==> src/rtl/mem_ss_health_pkg.sv <==
// Shared types and helpers for the memory-subsystem health sequencer.
// The state type doubles as the CSR encoding of each device's health.
package mem_ss_health_pkg;

    localparam int RETRY_W = 2;

    typedef enum logic [2:0] {
        ST_RESET_HOLD = 3'd0,
        ST_WAIT_CAL   = 3'd1,
        ST_READY      = 3'd2,
        ST_FAILED     = 3'd3,
        ST_TIMEOUT    = 3'd4,
        ST_TRIPPED    = 3'd5
    } t_dev_state;

    function automatic logic [2:0] state_to_csr(input t_dev_state s);
        return 3'(s);
    endfunction

    function automatic logic is_error_state(input t_dev_state s);
        return (s == ST_FAILED) || (s == ST_TIMEOUT) || (s == ST_TRIPPED);
    endfunction

endpackage

==> src/rtl/mem_ss_dev_health_fsm.sv <==
// Per-device calibration sequencer: reset hold, calibration timeout, bounded
// retry, thermal trip and a filtered over-temperature warning.
module mem_ss_dev_health_fsm
    import mem_ss_health_pkg::*;
#(
    parameter int          RST_HOLD_CYC     = 64,
    parameter int          CAL_TIMEOUT_CYC  = 1048576,
    parameter int          MAX_RETRY        = 2,
    parameter logic [2:0]  TEMP_WARN_THRESH = 3'd5,
    parameter int          TEMP_FILTER_CYC  = 16
) (
    input  logic               clk,
    input  logic               reset,
    input  logic               cal_success,
    input  logic               cal_fail,
    input  logic               cattrip,
    input  logic [2:0]         temp,
    input  logic               restart,
    output logic               dev_rst,
    output logic               chan_en,
    output logic [2:0]         dev_state,
    output logic [RETRY_W-1:0] retry_cnt,
    output logic               temp_warn,
    output logic               ready_nxt,
    output logic               error_nxt
);

    localparam int LIMIT_MAX = (RST_HOLD_CYC > CAL_TIMEOUT_CYC) ? RST_HOLD_CYC : CAL_TIMEOUT_CYC;
    localparam int CNT_W     = $clog2(LIMIT_MAX) + 1;
    localparam int TF_W      = $clog2(TEMP_FILTER_CYC + 1);

    localparam logic [CNT_W-1:0]   HOLD_LAST = CNT_W'(RST_HOLD_CYC - 1);
    localparam logic [CNT_W-1:0]   TMO_LAST  = CNT_W'(CAL_TIMEOUT_CYC - 1);
    localparam logic [TF_W-1:0]    TF_FULL   = TF_W'(TEMP_FILTER_CYC);
    localparam logic [RETRY_W-1:0] RETRY_MAX = RETRY_W'(MAX_RETRY);

    t_dev_state         state_q, state_d;
    logic [CNT_W-1:0]   cnt_q, cnt_d;
    logic [RETRY_W-1:0] retry_q, retry_d;
    logic [TF_W-1:0]    tf_q, tf_d;
    logic               warn_q, warn_d;
    logic               dev_rst_q, dev_rst_d;
    logic               chan_en_q, chan_en_d;
    logic               retry_req;
    logic               retry_tmo;
    logic               hot;

    always_comb begin
        state_d   = state_q;
        cnt_d     = cnt_q;
        retry_d   = retry_q;
        retry_req = 1'b0;
        retry_tmo = 1'b0;

        case (state_q)
            ST_RESET_HOLD: begin
                if (cnt_q == HOLD_LAST) state_d = ST_WAIT_CAL;
                else                    cnt_d   = cnt_q + 1'b1;
            end
            ST_WAIT_CAL: begin
                if (cal_fail) begin
                    retry_req = 1'b1;
                end else if (cal_success) begin
                    state_d = ST_READY;
                end else if (cnt_q == TMO_LAST) begin
                    retry_req = 1'b1;
                    retry_tmo = 1'b1;
                end else begin
                    cnt_d = cnt_q + 1'b1;
                end
            end
            ST_READY: begin
                if (!cal_success || cal_fail) state_d = ST_FAILED;
            end
            ST_FAILED, ST_TIMEOUT: begin
                if (restart) begin
                    state_d = ST_RESET_HOLD;
                    retry_d = '0;
                end
            end
            default: ;
        endcase

        if (retry_req) begin
            if (retry_q < RETRY_MAX) begin
                retry_d = retry_q + 1'b1;
                state_d = ST_RESET_HOLD;
            end else begin
                state_d = retry_tmo ? ST_TIMEOUT : ST_FAILED;
            end
        end

        if (cattrip) state_d = ST_TRIPPED;

        // Every state entry restarts the hold/timeout count, so it never wraps.
        if (state_d != state_q) cnt_d = '0;

        dev_rst_d = !(state_d inside {ST_WAIT_CAL, ST_READY});
        chan_en_d = (state_d == ST_READY);
        ready_nxt = (state_d == ST_READY);
        error_nxt = is_error_state(state_d);

        hot    = (temp >= TEMP_WARN_THRESH);
        tf_d   = hot ? ((tf_q == TF_FULL) ? tf_q : tf_q + 1'b1) : '0;
        warn_d = hot && (tf_d == TF_FULL);
    end

    always_ff @(posedge clk) begin
        if (reset) begin
            state_q   <= ST_RESET_HOLD;
            cnt_q     <= '0;
            retry_q   <= '0;
            tf_q      <= '0;
            warn_q    <= 1'b0;
            dev_rst_q <= 1'b1;
            chan_en_q <= 1'b0;
        end else begin
            state_q   <= state_d;
            cnt_q     <= cnt_d;
            retry_q   <= retry_d;
            tf_q      <= tf_d;
            warn_q    <= warn_d;
            dev_rst_q <= dev_rst_d;
            chan_en_q <= chan_en_d;
        end
    end

    assign dev_rst   = dev_rst_q;
    assign chan_en   = chan_en_q;
    assign dev_state = state_to_csr(state_q);
    assign retry_cnt = retry_q;
    assign temp_warn = warn_q;

endmodule

==> src/rtl/mem_ss_health_mon.sv <==
// Memory-subsystem health monitor: one sequencer per device, AFU channel
// reset fan-out, and registered all-ready / any-error summaries.
module mem_ss_health_mon
    import mem_ss_health_pkg::*;
#(
    parameter int          NUM_MEM_DEVICES  = 2,
    parameter int          CH_PER_DEVICE    = 16,
    parameter int          RST_HOLD_CYC     = 64,
    parameter int          CAL_TIMEOUT_CYC  = 1048576,
    parameter int          MAX_RETRY        = 2,
    parameter logic [2:0]  TEMP_WARN_THRESH = 3'd5,
    parameter int          TEMP_FILTER_CYC  = 16
) (
    input  logic                                          clk,
    input  logic                                          reset,
    input  logic [NUM_MEM_DEVICES-1:0]                    cal_success,
    input  logic [NUM_MEM_DEVICES-1:0]                    cal_fail,
    input  logic [NUM_MEM_DEVICES-1:0]                    cattrip,
    input  logic [NUM_MEM_DEVICES-1:0][2:0]               temp,
    input  logic [NUM_MEM_DEVICES-1:0]                    restart,
    output logic [NUM_MEM_DEVICES-1:0]                    dev_rst,
    output logic [NUM_MEM_DEVICES*CH_PER_DEVICE-1:0]      chan_rst_n,
    output logic [NUM_MEM_DEVICES-1:0][2:0]               dev_state,
    output logic [NUM_MEM_DEVICES-1:0][RETRY_W-1:0]       retry_cnt,
    output logic [NUM_MEM_DEVICES-1:0]                    temp_warn,
    output logic                                          all_ready,
    output logic                                          any_error
);

    logic [NUM_MEM_DEVICES-1:0] chan_en;
    logic [NUM_MEM_DEVICES-1:0] ready_nxt;
    logic [NUM_MEM_DEVICES-1:0] error_nxt;
    logic                       all_ready_q, all_ready_d;
    logic                       any_error_q, any_error_d;

    for (genvar d = 0; d < NUM_MEM_DEVICES; d++) begin : g_dev
        mem_ss_dev_health_fsm #(
            .RST_HOLD_CYC     (RST_HOLD_CYC),
            .CAL_TIMEOUT_CYC  (CAL_TIMEOUT_CYC),
            .MAX_RETRY        (MAX_RETRY),
            .TEMP_WARN_THRESH (TEMP_WARN_THRESH),
            .TEMP_FILTER_CYC  (TEMP_FILTER_CYC)
        ) u_fsm (
            .clk         (clk),
            .reset       (reset),
            .cal_success (cal_success[d]),
            .cal_fail    (cal_fail[d]),
            .cattrip     (cattrip[d]),
            .temp        (temp[d]),
            .restart     (restart[d]),
            .dev_rst     (dev_rst[d]),
            .chan_en     (chan_en[d]),
            .dev_state   (dev_state[d]),
            .retry_cnt   (retry_cnt[d]),
            .temp_warn   (temp_warn[d]),
            .ready_nxt   (ready_nxt[d]),
            .error_nxt   (error_nxt[d])
        );

        assign chan_rst_n[d*CH_PER_DEVICE +: CH_PER_DEVICE] = {CH_PER_DEVICE{chan_en[d]}};
    end

    // Reducing next-state flags keeps the summaries aligned with dev_state.
    always_comb begin
        all_ready_d = &ready_nxt;
        any_error_d = |error_nxt;
    end

    always_ff @(posedge clk) begin
        if (reset) begin
            all_ready_q <= 1'b0;
            any_error_q <= 1'b0;
        end else begin
            all_ready_q <= all_ready_d;
            any_error_q <= any_error_d;
        end
    end

    assign all_ready = all_ready_q;
    assign any_error = any_error_q;

endmodule

==> config.mk <==
export PLATFORM = sky130hd
export DESIGN_NAME = mem_ss_health_mon
export DESIGN_NICKNAME = d
export VERILOG_FILES = /design/src/rtl/mem_ss_health_pkg.sv /design/src/rtl/mem_ss_dev_health_fsm.sv /design/src/rtl/mem_ss_health_mon.sv
export SDC_FILE = /design/constraint.sdc
export NUM_CORES = 1
export LEC_CHECK = 0
export BUFFER_PORTS_ARGS = -buffer_cell sky130_fd_sc_hd__buf_2
export CORE_UTILIZATION = 53
export CTS_BUF_LIST = sky130_fd_sc_hd__clkbuf_4
export DETAILED_ROUTE_END_ITERATION = 10
export PLACE_DENSITY = 0.76
export RECOVER_POWER = 25
export SLEW_MARGIN = 20
export SYNTH_ARGS = -nofsm -noshare
export SYNTH_HDL_FRONTEND = slang
export SYNTH_SLANG_ARGS = --single-unit
==> constraint.sdc <==
create_clock -name clk -period 2.3 [get_ports clk]
set_clock_uncertainty 0.2 [all_clocks]
set_input_delay 0.46 -clock clk [delete_from_list [all_inputs] [get_ports clk]]
set_output_delay 0.46 -clock clk [all_outputs]
set_load 0.02 [all_outputs]
==> impl_table.tex <==
\begin{tabular}{lr}
\hline
Metric & Value \\
\hline
\multicolumn{2}{l}{\textbf{Outcome}} \\
Result of the run & finished with violations \\
Violations in the final reports & negative setup slack \\
\multicolumn{2}{l}{\textbf{Critical path}} \\
Critical Path Sink Type & flip-flop \\
Crit path max fanout & 5 \\
Endpoint of the worst-slack reg-to-reg timing path & g\_dev[0].u\_fsm.dev\_rst \\
Crit path launch type & flip-flop \\
Critical Setup Path Class & flip-flop to flip-flop \\
Endpoint required time on the critical path & 2.42 ns \\
Setup slack of the worst register-to-register path & -0.02 ns \\
R2r startpoint & g\_dev[0].u\_fsm.cnt\_q[10] \\
Data arrival time of the critical path & 2.44 ns \\
Depth of the worst register-to-register path & 6 \\
\multicolumn{2}{l}{\textbf{Detailed routing}} \\
Total Routed Length & 10,580 um \\
Residual DRC & 0 \\
Wire length on met1 & 4406 um \\
Remaining antenna violation count after routing & 0 \\
Total vias in the final route & 4,141 \\
Pre-Repair DR Iteration Count & 5 \\
Uppermost signal routing layer after detailed routing & met4 \\
Wire length on met3 & about 700 um \\
Routed via count divided by cell count & slightly below 6 \\
Met2 Routed Length & roughly 5300 um \\
Initial DRC Count & 273 \\
Mean routed wirelength per cell & 15.08 um \\
\multicolumn{2}{l}{\textbf{Layout}} \\
Post-layout net count & 620 \\
Antenna diodes & 0 \\
Design Area, Final & 0.005205 mm\^{}2 \\
Number of standard cells in the layout, taps in and fillers out & 702 \\
Fraction of final layout cells sized beyond drive strength 1 & 34.33\% \\
Post-layout util & 70.63\% \\
Area used by multi-input combinational logic & 0.002446 mm\^{}2 \\
Final-layout fill cell count & 577 \\
Seq. cell area & 0.001435 mm\^{}2 \\
Post-synthesis to final-layout area growth & 26.29\% \\
\multicolumn{2}{l}{\textbf{Pwr}} \\
Standby leakage power & 2.056 nW \\
Power per standard cell area & about 490 mW/mm\^{}2 \\
Maximum vdd ir drop & 0.2912 mV \\
\multicolumn{2}{l}{\textbf{STA}} \\
Final-report setup violation count & 1 \\
Max Transition Viols Final & 0 \\
Minimum setup slack in the final design & -0.01864 ns \\
Worst-case headroom to the max-slew limit & 70.92\% \\
Worst Max-Slew Pin Slew & between 0.4 and 0.5 ns \\
FMAX & 431.3 MHz \\
Endpoints failing hold & 0 \\
Fraction of the cycle the final worst path needs & 100.8\% \\
Unrepaired setup endpoints after global routing & true \\
Total negative slack & -0.01864 ns \\
Minimum period implied by the final worst setup slack & 2.319 ns \\
\multicolumn{2}{l}{\textbf{Placement}} \\
Dpl cells & 673 \\
Final GP Congestion & 0.8837 \\
HPWL after DPL & 7081 um \\
Port-buffer cells & 63 \\
Post-Place Cell Area & $\sim$0.0048 mm\^{}2 \\
\multicolumn{2}{l}{\textbf{GRT}} \\
GRT Overall Usage & 25.69\% \\
Via count of the first global-routing pass & 3,807 \\
Largest net degree at the start of global routing & 22 \\
Wire length of the first global-routing pass & 17,130 um \\
Remaining global-route overflow & 0 \\
Initial antenna violation count & 0 \\
\multicolumn{2}{l}{\textbf{Floorplan}} \\
Die Height & 90.19 um \\
Number of placement rows & 31 \\
Area of the placeable core & 0.007370 mm\^{}2 \\
Starting utilization of the core area & 55.93\% \\
Chip Width & 90.19 um \\
Die footprint & 0.008133 mm\^{}2 \\
I/O pin total & 64 \\
\multicolumn{2}{l}{\textbf{Logic synthesis}} \\
Top post-synthesis cells by area & dfxtp\_1 (34\%), nor3\_1 (6.9\%), buf\_4 (6.6\%) \\
List of most frequent post-synthesis cells & dfxtp\_1 (70), nor3\_1 (57), buf\_4 (36), nand2\_1 (32) \\
Synth Net Count & 522 \\
Ys Warns & 0 \\
Mean instance size in the synthesized netlist & 8.243 um\^{}2 \\
Synth async-reset ratio & 0\% \\
EDFF count, synth & 0 \\
Flip-flop cell with the highest count after synthesis & dfxtp\_1 \\
Share of synthesized area occupied by flip-flops and latches & around 34\% \\
Area share of the largest cell type after synthesis & between 30\% and 40\% \\
Unique cell type count in the Yosys netlist & 61 \\
Syn Std Cell Area & 0.004121 mm\^{}2 \\
Cell with the most instances after synthesis & dfxtp\_1 \\
Area leader, netlist & dfxtp\_1 \\
Instance count of the mapped netlist & 500 \\
Register bit count reported by yosys & 70 \\
\multicolumn{2}{l}{\textbf{Clocking}} \\
Worst-path clk slew & 0.13 ns \\
Number of clock sinks & 70 \\
Root buffer cell & clkbuf\_4 \\
H-Tree Level Count & 3 \\
CTS tree & built \\
Number of buffers inserted by hold repair at cts & 0 \\
Number of buffers added by the clock tree synthesis step & 9 \\
Clock insertion delay at the later pin of the skew report & 0.43 ns \\
Bufs on Longest Clock Path & 2 \\
\multicolumn{2}{l}{\textbf{Hold path}} \\
Hold Path Depth & 3 \\
Path category of the worst min-delay check & input port to flip-flop \\
Worst Hold Path EP & g\_dev[0].u\_fsm.temp\_warn \\
Hold Crit Start & temp[2] \\
\multicolumn{2}{l}{\textbf{Flow run}} \\
Maximum capacitance violations & 0 \\
\hline
\end{tabular}
cells by family after synthesis:
kind of cell    Yosys count  synth area share [%]
flops                    70                 34.00
compound gates           70                 11.90
simple gates            234                 31.94
xor+xnor                 42                 8.925
mux                       5                 1.275
fa+ha+maj                 6                 1.821
buf+inv                  73                 10.14
report_power, final:
group | total (mW) | switching (mW) | leakage, nW | internal [mW]
Clock | 0.925 | 0.484 | 0.0786 | 0.442
Combinational | 0.373 | 0.213 | 1.40 | 0.160
Sequential | 1.25 | 0.0184 | 0.578 | 1.23
Total | 2.55 | 0.715 | 2.06 | 1.83
state kept, by name (all words and copies together), names as in the netlist:
name	count
g_dev.u_fsm.chan_en	2
g_dev.u_fsm.retry_cnt	4
any_error	1
g_dev.u_fsm.temp_warn	2
g_dev.u_fsm.dev_rst	2
all_ready	1
g_dev.u_fsm.dev_state	6
g_dev.u_fsm.cnt_q	42
g_dev.u_fsm.tf_q	10
per-layer routing:
metal	track usage (%)	vias up
met5	0	-
met4	9.946	0
met3	7.022	29
met2	43.77	170
met1	30.63	1944
li1	-	1998
layout by cell type (no fill, tap or decap), types with 5 or more instances in the layout:
cell / count
o21ai_0: 11
xor2_1: 21
nand2_1: 32
inv_1: 14
a21oi_1: 13
nor3_1: 54
clkbuf_1: 11
or4_1: 5
buf_4: 75
buf_2: 53
nand3_1: 23
clkbuf_4: 9
dfxtp_1: 47
and3_1: 11
nand4_1: 15
xnor2_1: 21
nor4_1: 15
nor2_1: 24
dfxtp_2: 21
nand3b_1: 7
o31ai_1: 5
through the flow:
stage	setup slack [ns]	total power, mW	hold WS [ns]
floorplan	-0.03107	1.478	0.2607
global placement	-0.06074	1.602	0.2772
detailed placement	-0.1881	1.611	0.2838
CTS	0.0001754	2.541	0.09849
global route	-0.06714	2.642	0.1080
finish	-0.01864	2.546	0.1111
timing repair:
action / CTS / global route
setup buffers: 6 / 6
pin swaps: 3 / 6
gates cloned: 0 / 1
setup endpoints to repair: 11 / 46
resized for setup: 12 / 39
area by class of cell:
cell class                 instances  share of cell area (%)
sequential                        70                   27.57
tap                               99                   2.380
inverter                          14                   1.010
timing repair buffer             146                   18.89
clock buffer                       9                   1.298
multi-input combinational        357                   47.00
clock inverter                     7                   1.851
worst max-delay path, cell delays in order, from the launching register on:
cell and delay (ns):
dfxtp_2 0.38, nand4_1 0.14, or2_1 0.27, or4_4 0.50, o211a_4 0.18, o21ai_1 0.12
or4b_1 0.44
how the worst max path moves through the flow:
| stage | start | to | slack (ns) | cells after the start |
|---|---|---|---|---|
| 3_5_place_dp | g_dev[1].u_fsm.dev_state[2] | g_dev[1].u_fsm.cnt_q[9] | -0.19 | 6 |
| 4_1_cts | g_dev[0].u_fsm.cnt_q[13] | g_dev[0].u_fsm.dev_rst | 0.0002 | 6 |
| 2_1_floorplan | g_dev[0].u_fsm.dev_state[1] | g_dev[0].u_fsm.dev_rst | -0.03 | 7 |
| 3_3_place_gp | g_dev[1].u_fsm.dev_state[2] | g_dev[1].u_fsm.dev_rst | -0.06 | 6 |
| 5_1_grt | g_dev[0].u_fsm.cnt_q[10] | g_dev[0].u_fsm.dev_rst | -0.07 | 6 |
| 6_report | g_dev[0].u_fsm.cnt_q[10] | g_dev[0].u_fsm.dev_rst | -0.02 | 6 |
Power figures use the tool's default switching activity.
